===== src/rtl/alu_pkg.sv =====
// rtl/alu_pkg.sv - opcodes, FSM state encoding and width default for alu_multicycle (macro ALU_MULTICYCLE_DIV_EN)
package alu_pkg;

    localparam int WIDTH_DEFAULT = 32;

    localparam logic [3:0] OP_ADD   = 4'b0000;
    localparam logic [3:0] OP_SUB   = 4'b0001;
    localparam logic [3:0] OP_ILL   = 4'b0010;
    localparam logic [3:0] OP_SRL   = 4'b0011;
    localparam logic [3:0] OP_SRA   = 4'b0100;
    localparam logic [3:0] OP_AND   = 4'b0101;
    localparam logic [3:0] OP_XOR   = 4'b0110;
    localparam logic [3:0] OP_SLT   = 4'b0111;
    localparam logic [3:0] OP_LUI   = 4'b1000;
    localparam logic [3:0] OP_OR    = 4'b1001;
    localparam logic [3:0] OP_SLTU  = 4'b1010;
    localparam logic [3:0] OP_MUL   = 4'b1011;
    localparam logic [3:0] OP_SLL   = 4'b1100;
    localparam logic [3:0] OP_MULHU = 4'b1101;
    localparam logic [3:0] OP_DIVU  = 4'b1110;
    localparam logic [3:0] OP_REMU  = 4'b1111;

    typedef enum logic [1:0] {
        ST_IDLE     = 2'd0,
        ST_MUL_BUSY = 2'd1,
`ifdef ALU_MULTICYCLE_DIV_EN
        ST_DIV_BUSY = 2'd2,
`endif
        ST_DONE     = 2'd3
    } state_t;

    // Multiplier ops always take the iterative path; DIVU/REMU only when the divider is built.
    function automatic logic is_mul_op(input logic [3:0] op);
        return (op == OP_MUL) || (op == OP_MULHU);
    endfunction

    function automatic logic is_div_op(input logic [3:0] op);
`ifdef ALU_MULTICYCLE_DIV_EN
        return (op == OP_DIVU) || (op == OP_REMU);
`else
        return (op == 4'b0000) && (op != 4'b0000);
`endif
    endfunction

endpackage


===== src/rtl/alu_iter_unit.sv =====
// rtl/alu_iter_unit.sv - shared shift-add multiply / restoring divide datapath with iteration counter (macro ALU_MULTICYCLE_DIV_EN)
module alu_iter_unit
    import alu_pkg::*;
#(
    parameter int WIDTH   = WIDTH_DEFAULT,
    parameter int SHAMT_W = $clog2(WIDTH)
) (
    input  logic             clk,
    input  logic             reset,
    input  logic             start,
`ifdef ALU_MULTICYCLE_DIV_EN
    input  logic             div_mode,
`endif
    input  logic             busy,
    input  logic [WIDTH-1:0] a,
    input  logic [WIDTH-1:0] b,
    output logic             last,
    output logic [WIDTH-1:0] hi_next,
    output logic [WIDTH-1:0] lo_next
);

    localparam int CNT_W = SHAMT_W + 1;

    // hi/lo: product halves for multiply, remainder/quotient for divide.
    // opnd: multiplicand for multiply, divisor for divide.
    logic [WIDTH-1:0] hi;
    logic [WIDTH-1:0] lo;
    logic [WIDTH-1:0] opnd;
    logic [CNT_W-1:0] cnt;
    logic [WIDTH:0]   sum;
`ifdef ALU_MULTICYCLE_DIV_EN
    logic             mode_div;
    logic [WIDTH:0]   shifted;
    logic [WIDTH:0]   diff;
`endif

    assign last = (cnt == CNT_W'(WIDTH - 1));

    // One iteration step: conditional add and shift right, or shift-left and trial subtract.
    always_comb begin
        sum     = {1'b0, hi} + (lo[0] ? {1'b0, opnd} : '0);
        hi_next = sum[WIDTH:1];
        lo_next = {sum[0], lo[WIDTH-1:1]};
`ifdef ALU_MULTICYCLE_DIV_EN
        shifted = {hi, lo[WIDTH-1]};
        diff    = shifted - {1'b0, opnd};
        if (mode_div) begin
            // A divisor of zero never borrows, leaving quotient all-ones and remainder A.
            if (!diff[WIDTH]) begin
                hi_next = diff[WIDTH-1:0];
                lo_next = {lo[WIDTH-2:0], 1'b1};
            end else begin
                hi_next = shifted[WIDTH-1:0];
                lo_next = {lo[WIDTH-2:0], 1'b0};
            end
        end
`endif
    end

    // Operand capture on acceptance, then one step and counter increment per busy cycle.
    always_ff @(posedge clk or posedge reset) begin
        if (reset) begin
            hi   <= '0;
            lo   <= '0;
            opnd <= '0;
            cnt  <= '0;
`ifdef ALU_MULTICYCLE_DIV_EN
            mode_div <= 1'b0;
`endif
        end else if (start) begin
            hi  <= '0;
            cnt <= '0;
`ifdef ALU_MULTICYCLE_DIV_EN
            mode_div <= div_mode;
            if (div_mode) begin
                opnd <= b;
                lo   <= a;
            end else begin
                opnd <= a;
                lo   <= b;
            end
`else
            opnd <= a;
            lo   <= b;
`endif
        end else if (busy) begin
            hi  <= hi_next;
            lo  <= lo_next;
            cnt <= cnt + 1'b1;
        end
    end

endmodule


===== src/rtl/alu_multicycle.sv =====
// rtl/alu_multicycle.sv - ALU with single-cycle ops and iterative MUL/MULHU (DIVU/REMU with macro ALU_MULTICYCLE_DIV_EN)
module alu_multicycle
    import alu_pkg::*;
#(
    parameter int WIDTH   = WIDTH_DEFAULT,
    parameter int SHAMT_W = $clog2(WIDTH)
) (
    input  logic             clk,
    input  logic             reset,
    input  logic             Valid_i,
    output logic             Ready_o,
    input  logic [3:0]       ALU_Operation_i,
    input  logic [WIDTH-1:0] A_i,
    input  logic [WIDTH-1:0] B_i,
    output logic             Valid_o,
    output logic [WIDTH-1:0] ALU_Result_o,
    output logic             Zero_o
);

    state_t             state;
    logic               sel_hi;
    logic               accept;
    logic               start;
    logic               busy;
    logic               iter_last;
    logic [WIDTH-1:0]   hi_next;
    logic [WIDTH-1:0]   lo_next;
    logic [WIDTH-1:0]   iter_res;
    logic [WIDTH-1:0]   single_res;
    logic [31:0]        lui_word;
    logic [SHAMT_W-1:0] shamt;

    assign accept    = Valid_i && Ready_o;
    assign start     = accept && (is_mul_op(ALU_Operation_i) || is_div_op(ALU_Operation_i));
    assign shamt     = B_i[SHAMT_W-1:0];
    assign lui_word  = {B_i[19:0], 12'h000};
    assign iter_res  = sel_hi ? hi_next : lo_next;

    // Iteration unit advances only while in a busy state.
    always_comb begin
        busy = (state == ST_MUL_BUSY);
`ifdef ALU_MULTICYCLE_DIV_EN
        if (state == ST_DIV_BUSY) busy = 1'b1;
`endif
    end

    // Single-cycle result; multi-cycle and illegal opcodes fall through to zero.
    always_comb begin
        single_res = '0;
        case (ALU_Operation_i)
            OP_ADD:  single_res = A_i + B_i;
            OP_SUB:  single_res = A_i - B_i;
            OP_SRL:  single_res = A_i >> shamt;
            OP_SRA:  single_res = $signed(A_i) >>> shamt;
            OP_AND:  single_res = A_i & B_i;
            OP_XOR:  single_res = A_i ^ B_i;
            OP_OR:   single_res = A_i | B_i;
            OP_SLL:  single_res = A_i << shamt;
            OP_SLT:  single_res = {{(WIDTH-1){1'b0}}, $signed(A_i) < $signed(B_i)};
            OP_SLTU: single_res = {{(WIDTH-1){1'b0}}, A_i < B_i};
            OP_LUI:  single_res = WIDTH'($signed(lui_word));
            default: single_res = '0;
        endcase
    end

    alu_iter_unit #(
        .WIDTH   (WIDTH),
        .SHAMT_W (SHAMT_W)
    ) u_iter (
        .clk      (clk),
        .reset    (reset),
        .start    (start),
`ifdef ALU_MULTICYCLE_DIV_EN
        .div_mode (is_div_op(ALU_Operation_i)),
`endif
        .busy     (busy),
        .a        (A_i),
        .b        (B_i),
        .last     (iter_last),
        .hi_next  (hi_next),
        .lo_next  (lo_next)
    );

    // Control FSM; result/Valid_o load on single-cycle acceptance or on the final iteration.
    always_ff @(posedge clk or posedge reset) begin
        if (reset) begin
            state        <= ST_IDLE;
            Ready_o      <= 1'b1;
            Valid_o      <= 1'b0;
            ALU_Result_o <= '0;
            Zero_o       <= 1'b1;
            sel_hi       <= 1'b0;
        end else begin
            Valid_o <= 1'b0;
            case (state)
                ST_IDLE: begin
                    if (accept) begin
                        if (is_mul_op(ALU_Operation_i)) begin
                            state   <= ST_MUL_BUSY;
                            Ready_o <= 1'b0;
                            sel_hi  <= (ALU_Operation_i == OP_MULHU);
`ifdef ALU_MULTICYCLE_DIV_EN
                        end else if (is_div_op(ALU_Operation_i)) begin
                            state   <= ST_DIV_BUSY;
                            Ready_o <= 1'b0;
                            sel_hi  <= (ALU_Operation_i == OP_REMU);
`endif
                        end else begin
                            Valid_o      <= 1'b1;
                            ALU_Result_o <= single_res;
                            Zero_o       <= (single_res == '0);
                        end
                    end
                end
`ifdef ALU_MULTICYCLE_DIV_EN
                ST_MUL_BUSY, ST_DIV_BUSY: begin
`else
                ST_MUL_BUSY: begin
`endif
                    if (iter_last) begin
                        state        <= ST_DONE;
                        Valid_o      <= 1'b1;
                        ALU_Result_o <= iter_res;
                        Zero_o       <= (iter_res == '0);
                    end
                end
                ST_DONE: begin
                    state   <= ST_IDLE;
                    Ready_o <= 1'b1;
                end
                default: begin
                    state   <= ST_IDLE;
                    Ready_o <= 1'b1;
                end
            endcase
        end
    end

endmodule

===== config.mk =====
export PLATFORM = sky130hd
export DESIGN_NAME = alu_multicycle
export DESIGN_NICKNAME = d
export VERILOG_FILES = /design/src/rtl/alu_pkg.sv /design/src/rtl/alu_iter_unit.sv /design/src/rtl/alu_multicycle.sv
export SDC_FILE = /design/constraint.sdc
export NUM_CORES = 1
export LEC_CHECK = 0
export CORE_UTILIZATION = 47
export CTS_CLUSTER_SIZE = 10
export DETAILED_ROUTE_END_ITERATION = 6
export PLACE_DENSITY = 0.65
export SYNTH_ARGS = -nofsm -noshare
export SYNTH_HDL_FRONTEND = slang
export SYNTH_SLANG_ARGS = --single-unit

===== constraint.sdc =====
create_clock -name clk -period 14.08 [get_ports clk]
set_clock_uncertainty 0.05 [all_clocks]
set_input_delay 2.816 -clock clk [delete_from_list [all_inputs] [get_ports clk]]
set_output_delay 2.816 -clock clk [all_outputs]
set_load 0.01 [all_outputs]

Yosys cells after proc, flatten, opt, wreduce, memory -nomap -nowiden
Cells that the tools add are included.
{ "totals": {"elab_cells": 85, "input_bits": 71, "register_bits": 140, "out_inout_bits": 35} }
{ "classes": {"n_mux": 28, "order_cmp": 2, "eq_ne": 18, "n_reduce_logical": 16, "n_bitwise": 4, "n_addsub": 4, "shifts": 3} }
{ "ops": {"columns": ["operator", "n"], "rows": [
  ["32-bit case mux with 11 select lines", 1],
  ["32-bit 2-to-1 mux", 9],
  ["32-bit logical NOT", 2],
  ["32-bit less-than comparator", 2],
  ["32-bit case mux with 2 select lines", 1],
  ["32-bit by 33-bit adder with 33-bit output", 1],
  ["32-bit adder", 1],
  ["32-bit AND", 1],
  ["32-bit bitwise OR", 1],
  ["32-bit by 5-bit << shifter with 32-bit output", 1],
  ["32-bit by 5-bit right shift with 32-bit output", 1],
  ["32-bit by 5-bit >>> shifter with 32-bit output", 1],
  ["32-bit subtractor", 1],
  ["32-bit XOR", 1],
  ["4-bit equality test (second input constant)", 6],
  ["4-bit by 3-bit equality test with 1-bit output (second input constant)", 4],
  ["6-bit 2-to-1 mux", 2],
  ["3-bit AND reduction", 3],
  ["1-bit 2-to-1 mux", 8],
  ["6-bit by 1-bit adder with 6-bit output (second input constant)", 1],
  ["6-bit by 5-bit equality test with 1-bit output (second input constant)", 1],
  ["2-bit 2-to-1 mux", 3],
  ["2-bit != test (second input constant)", 3],
  ["1-bit case mux with 2 select lines", 3],
  ["13 further kinds", 17]
]} }

Depth between registers and ports, before layout
{ "depth": {"ltp_word": 6, "mapped_depth": 18, "depth_no_buf": 16} }

Modules after synthesis
From an unflattened synthesis, not the netlist that was laid out.
{ "hier_totals": {"cells_unflattened": 2427, "hier_area_um2": 19532.5} }
{ "modules_own_cells": {"columns": ["mod", "n_inst", "seq_area_each_um2", "area_each_um2", "cells_each"], "rows": [
  ["alu_multicycle", 1, 953.4, 12926.1, 1736],
  ["alu_iter_unit", 1, 2552.4, 6606.3, 691]
]} }

Least setup slack after synthesis
Ideal clock, no wire load.
{ "synth_timing": {"path_type": "input port to flip-flop", "start": "input port B_i[2]", "end": "register Zero_o", "setup_ps": 60, "required_ps": 13970, "slack_ps": 6911, "n_path_buf": 4, "stages": 18, "arrival_ps": 7059, "path_cell_list": "buf_2 > clkinv_1 > buf_1 > buf_2 > buf_1 > ha_1 > or3_1 > a31o_1 > a2111oi_4 > o21ai_1 > a221oi_1 > a21oi_1 > a211o_1 > or4_1 > nor4_1 > nand4_1 > nor2_1 > a211o_1"} }
{ "synth_between": {"elab_chain_len": 6, "elab_cells_between_ends": 15, "classes_between": "add/sub: 2; order compare: 2; shift: 3; mux: 4; bitwise: 3; reduce/logical: 1"} }
{ "synth_rtl": {"columns": ["element", "line", "source"], "rows": [
  ["start: declaration", "alu_multicycle.sv:14", "input logic [WIDTH-1:0] B_i,"],
  ["32-bit subtractor, or another cell as far along", "alu_multicycle.sv:52", "OP_SUB: single_res = A_i - B_i;"],
  ["32-bit case mux with 11 select lines *", "alu_multicycle.sv:50", "case (ALU_Operation_i)"],
  ["32-bit logical NOT *", "alu_multicycle.sv:111", "Zero_o <= (single_res == '0);"],
  ["1-bit 2-to-1 mux *", "alu_multicycle.sv:98", "if (is_mul_op(ALU_Operation_i)) begin"],
  ["1-bit 2-to-1 mux *", "alu_multicycle.sv:97", "if (accept) begin"],
  ["1-bit case mux with 2 select lines *", "alu_multicycle.sv:95", "case (state)"],
  ["end signal: assignment", "alu_multicycle.sv:111", null],
  ["end signal: assignment", "alu_multicycle.sv:124", "Zero_o <= (iter_res == '0);"],
  ["end: declaration", "alu_multicycle.sv:17", "output logic Zero_o"]
]} }
Every way passes the cells marked *; elsewhere a longest branch is shown, timed or not. The select of a mux whose other input is x is not followed.
A chain may end at the register's enable or synchronous reset.

Final worst setup path
{ "layout_timing": {"start": "input port B_i[0]", "end": "register Zero_o"} }
The elaborated chain is that of the path after synthesis.

==> results_dict.tcl <==
set metrics [dict create \
    grt_usage 0.434 \
    tns_ps 0 \
    diodes 0 \
    wl_mm 83.9 \
    grt_pass1_vias 18700 \
    grt_first_pass_wirelength_mm 123 \
    vias 19900 \
    io_buffers 105 \
    grt_setup_unrepaired "no" \
    drt_iter0_drc 2845 \
    yosysMostFrequentCell "nand2_1" \
    gp_congestion 1.05 \
    vias_per_cell 7.00 \
    cts_resized 0 \
    fin_crit_sh 0.562 \
    fin_util 0.533 \
    syn-instance-count 2355 \
    p_per_area_nw_per_um2 68.1 \
    ant_nets 0 \
    finalNonFillerCells 2842 \
    vdd_ir_drop_max_mv 0.0582 \
    hold_buffers 0 \
    path_clk_slew_ps 60 \
    maxSlewViolCount 0 \
    synth_top_cell_by_area "dfrtp_1" \
    fillCellCount 3598 \
    dp.cells 2810 \
    cts_sinks 140 \
    met1_length_mm 32.5 \
    synth_top_area_frac 0.196 \
    syn_area_per_cell_um2 7.48 \
    worstSetupEndpointType "register" \
    holdPathStages 2 \
    wl_met3_mm 9.36 \
    drive_gt1_frac 0.0830 \
    dp_slack_ps 6040 \
    cts-root-buf "clkbuf_16" \
    grt_max_degree 75 \
    cts_tree "yes" \
    synthesis.area_um2 17600 \
    dr_wl_met2_mm 36.4 \
    die_w_um 196 \
    finalSetupViolations 0 \
    drt_first_pass_iters 6 \
    critical_path_class "in -> reg" \
    rows 70 \
    start_util 0.479 \
    regArea_um2 3510 \
    cp_data_required_time_ps 14400 \
    p_leak_nw 8.39 \
    worstMarginPinSlew_ps 1190 \
    cts_buffers 17 \
    hold_viol_final 0 \
    drc 0 \
    critPathMaxFanout 61 \
    setup_slack_ps 6160 \
    yosysSeqAreaShare 0.199 \
    overflow 0 \
    syn-num-nets 2566 \
    ys_async_sr_fraction 1.00 \
    worstSkewPairLatency_ps 420 \
    synth_area_leaders "dfrtp_1, ha_1, nand2_1" \
    areaGrowthSynthToFinish_pct 11.2 \
    yosysWarnings 0 \
    finalWorstPathRequiredPeriod_ps 7920 \
    dp_hpwl_mm 63.8 \
    multi_input_comb_area_um2 13100 \
    die_h_um 196 \
    coreArea_um2 36800 \
    wl_per_cell_um 29.5 \
    top_layer "met4" \
    antenna_found_initial 1 \
    post_cts_buffers 0 \
    synth-main-ff-cell "dfrtp_1" \
    hp-class "reg -> reg" \
    r2r_cells 15 \
    synth-edff-count 0 \
    yosys_register_bits 140 \
    clock_path_buffers 2 \
    fmax_mhz 126 \
    ys_types 93 \
    pin_count 106 \
    dieArea_um2 38300 \
    cts_max_level 4 \
    cap_violations 0 \
    critPathLaunchType "primary input" \
    slew_headroom 0.187 \
    cp_data_arrival_time_ps 8230 \
    synth_common_cells "nand2_1, nor2_1, a21oi_1" \
    status "finished, final reports clean" \
    num-nets-final 2572 \
]
worst paths after layout:
check / end / slack, ps / start
min in group asynchronous: u_iter.opnd[29] / 2800 / reset
max in group asynchronous: sel_hi / 9760 / reset
setup reg to reg: Zero_o / 8870 / u_iter.lo[0]
hold reg to reg: ALU_Result_o[9] / 410 / ALU_Result_o[9]
setup / recovery: Zero_o / 6160 / B_i[0]
hold / removal: ALU_Result_o[9] / 410 / ALU_Result_o[9]
registers in the layout, indices dropped and copies added, names as in the netlist, 2 cells and up:
register / flops
ALU_Result_o: 32
u_iter.lo: 32
state: 2
u_iter.opnd: 32
u_iter.hi: 32
u_iter.cnt: 6
routing by layer:
layer	vias to the layer above	global-route usage
met2	1408	0.659
met3	235	0.0831
met5	-	0
met1	9552	0.569
li1	8689	-
met4	0	0.261
cell type report:
cell class | instances | share of cell area
repair buffers | 159 | 0.0734
flip-flops and latches | 140 | 0.179
multi-input cells | 1941 | 0.668
inverters | 102 | 0.0198
clock buffers | 20 | 0.0233
well taps | 468 | 0.0299
clock inverters | 12 | 0.00619
cell families (layout without fill, tap and decap cells):
group,Yosys count,count (layout),synth area share
and+or+nand+nor,856,856,0.225
AOI/OAI and AO/OA,768,768,0.288
buffers and inverters,274,293,0.0610
adders and majority gates,140,140,0.101
DFF,140,140,0.199
muxes,129,129,0.103
xor gates and xnor gates,48,48,0.0239
critical path, cell delays in order:
cell	delay, ps
buf_4	340
buf_4	800
mux4_2	620
mux2_2	320
nor2_1	190
a311oi_1	160
a2111oi_0	1070
buf_4	280
and3_1	180
nand4_1	110
or4_1	500
nor4_1	400
nand4_1	140
nor2_1	150
a211o_1	110
through the flow:
stage	power, W	area [um^2]	hold slack, ps
finish	0.00133	19600	412
global route	0.00137	19600	438
CTS	0.00131	19600	417
detailed placement	0.000872	19000	405
global placement	0.000874	19000	400
floorplan	0.000689	17600	392
report_power, final:
group / total [W] / internal [W] / switching, W
clock: 0.000440 / 0.000268 / 0.000172
sequential: 0.000402 / 0.000402 / 0
combinational: 0.000491 / 0.000157 / 0.000334
placed cells by master, fill, tap and decap left out, drive strengths merged, types with 20 or more instances in the layout:
cell type	n
clkbuf	20
o22ai	23
nand2	342
clkdlybuf4s50	101
a31oi	51
nand2b	23
nor2	227
buf	58
nand3	34
nor3	44
dfrtp	138
mux4	37
and2	39
o21ai	162
a21oi	196
mux2i	53
a21o	26
o31ai	20
xnor2	33
ha	137
nor2b	26
mux2	39
a211oi	52
nand4	27
inv	100
a221oi	22
o211ai	35
No activity file was read; power rests on OpenSTA's default activity.
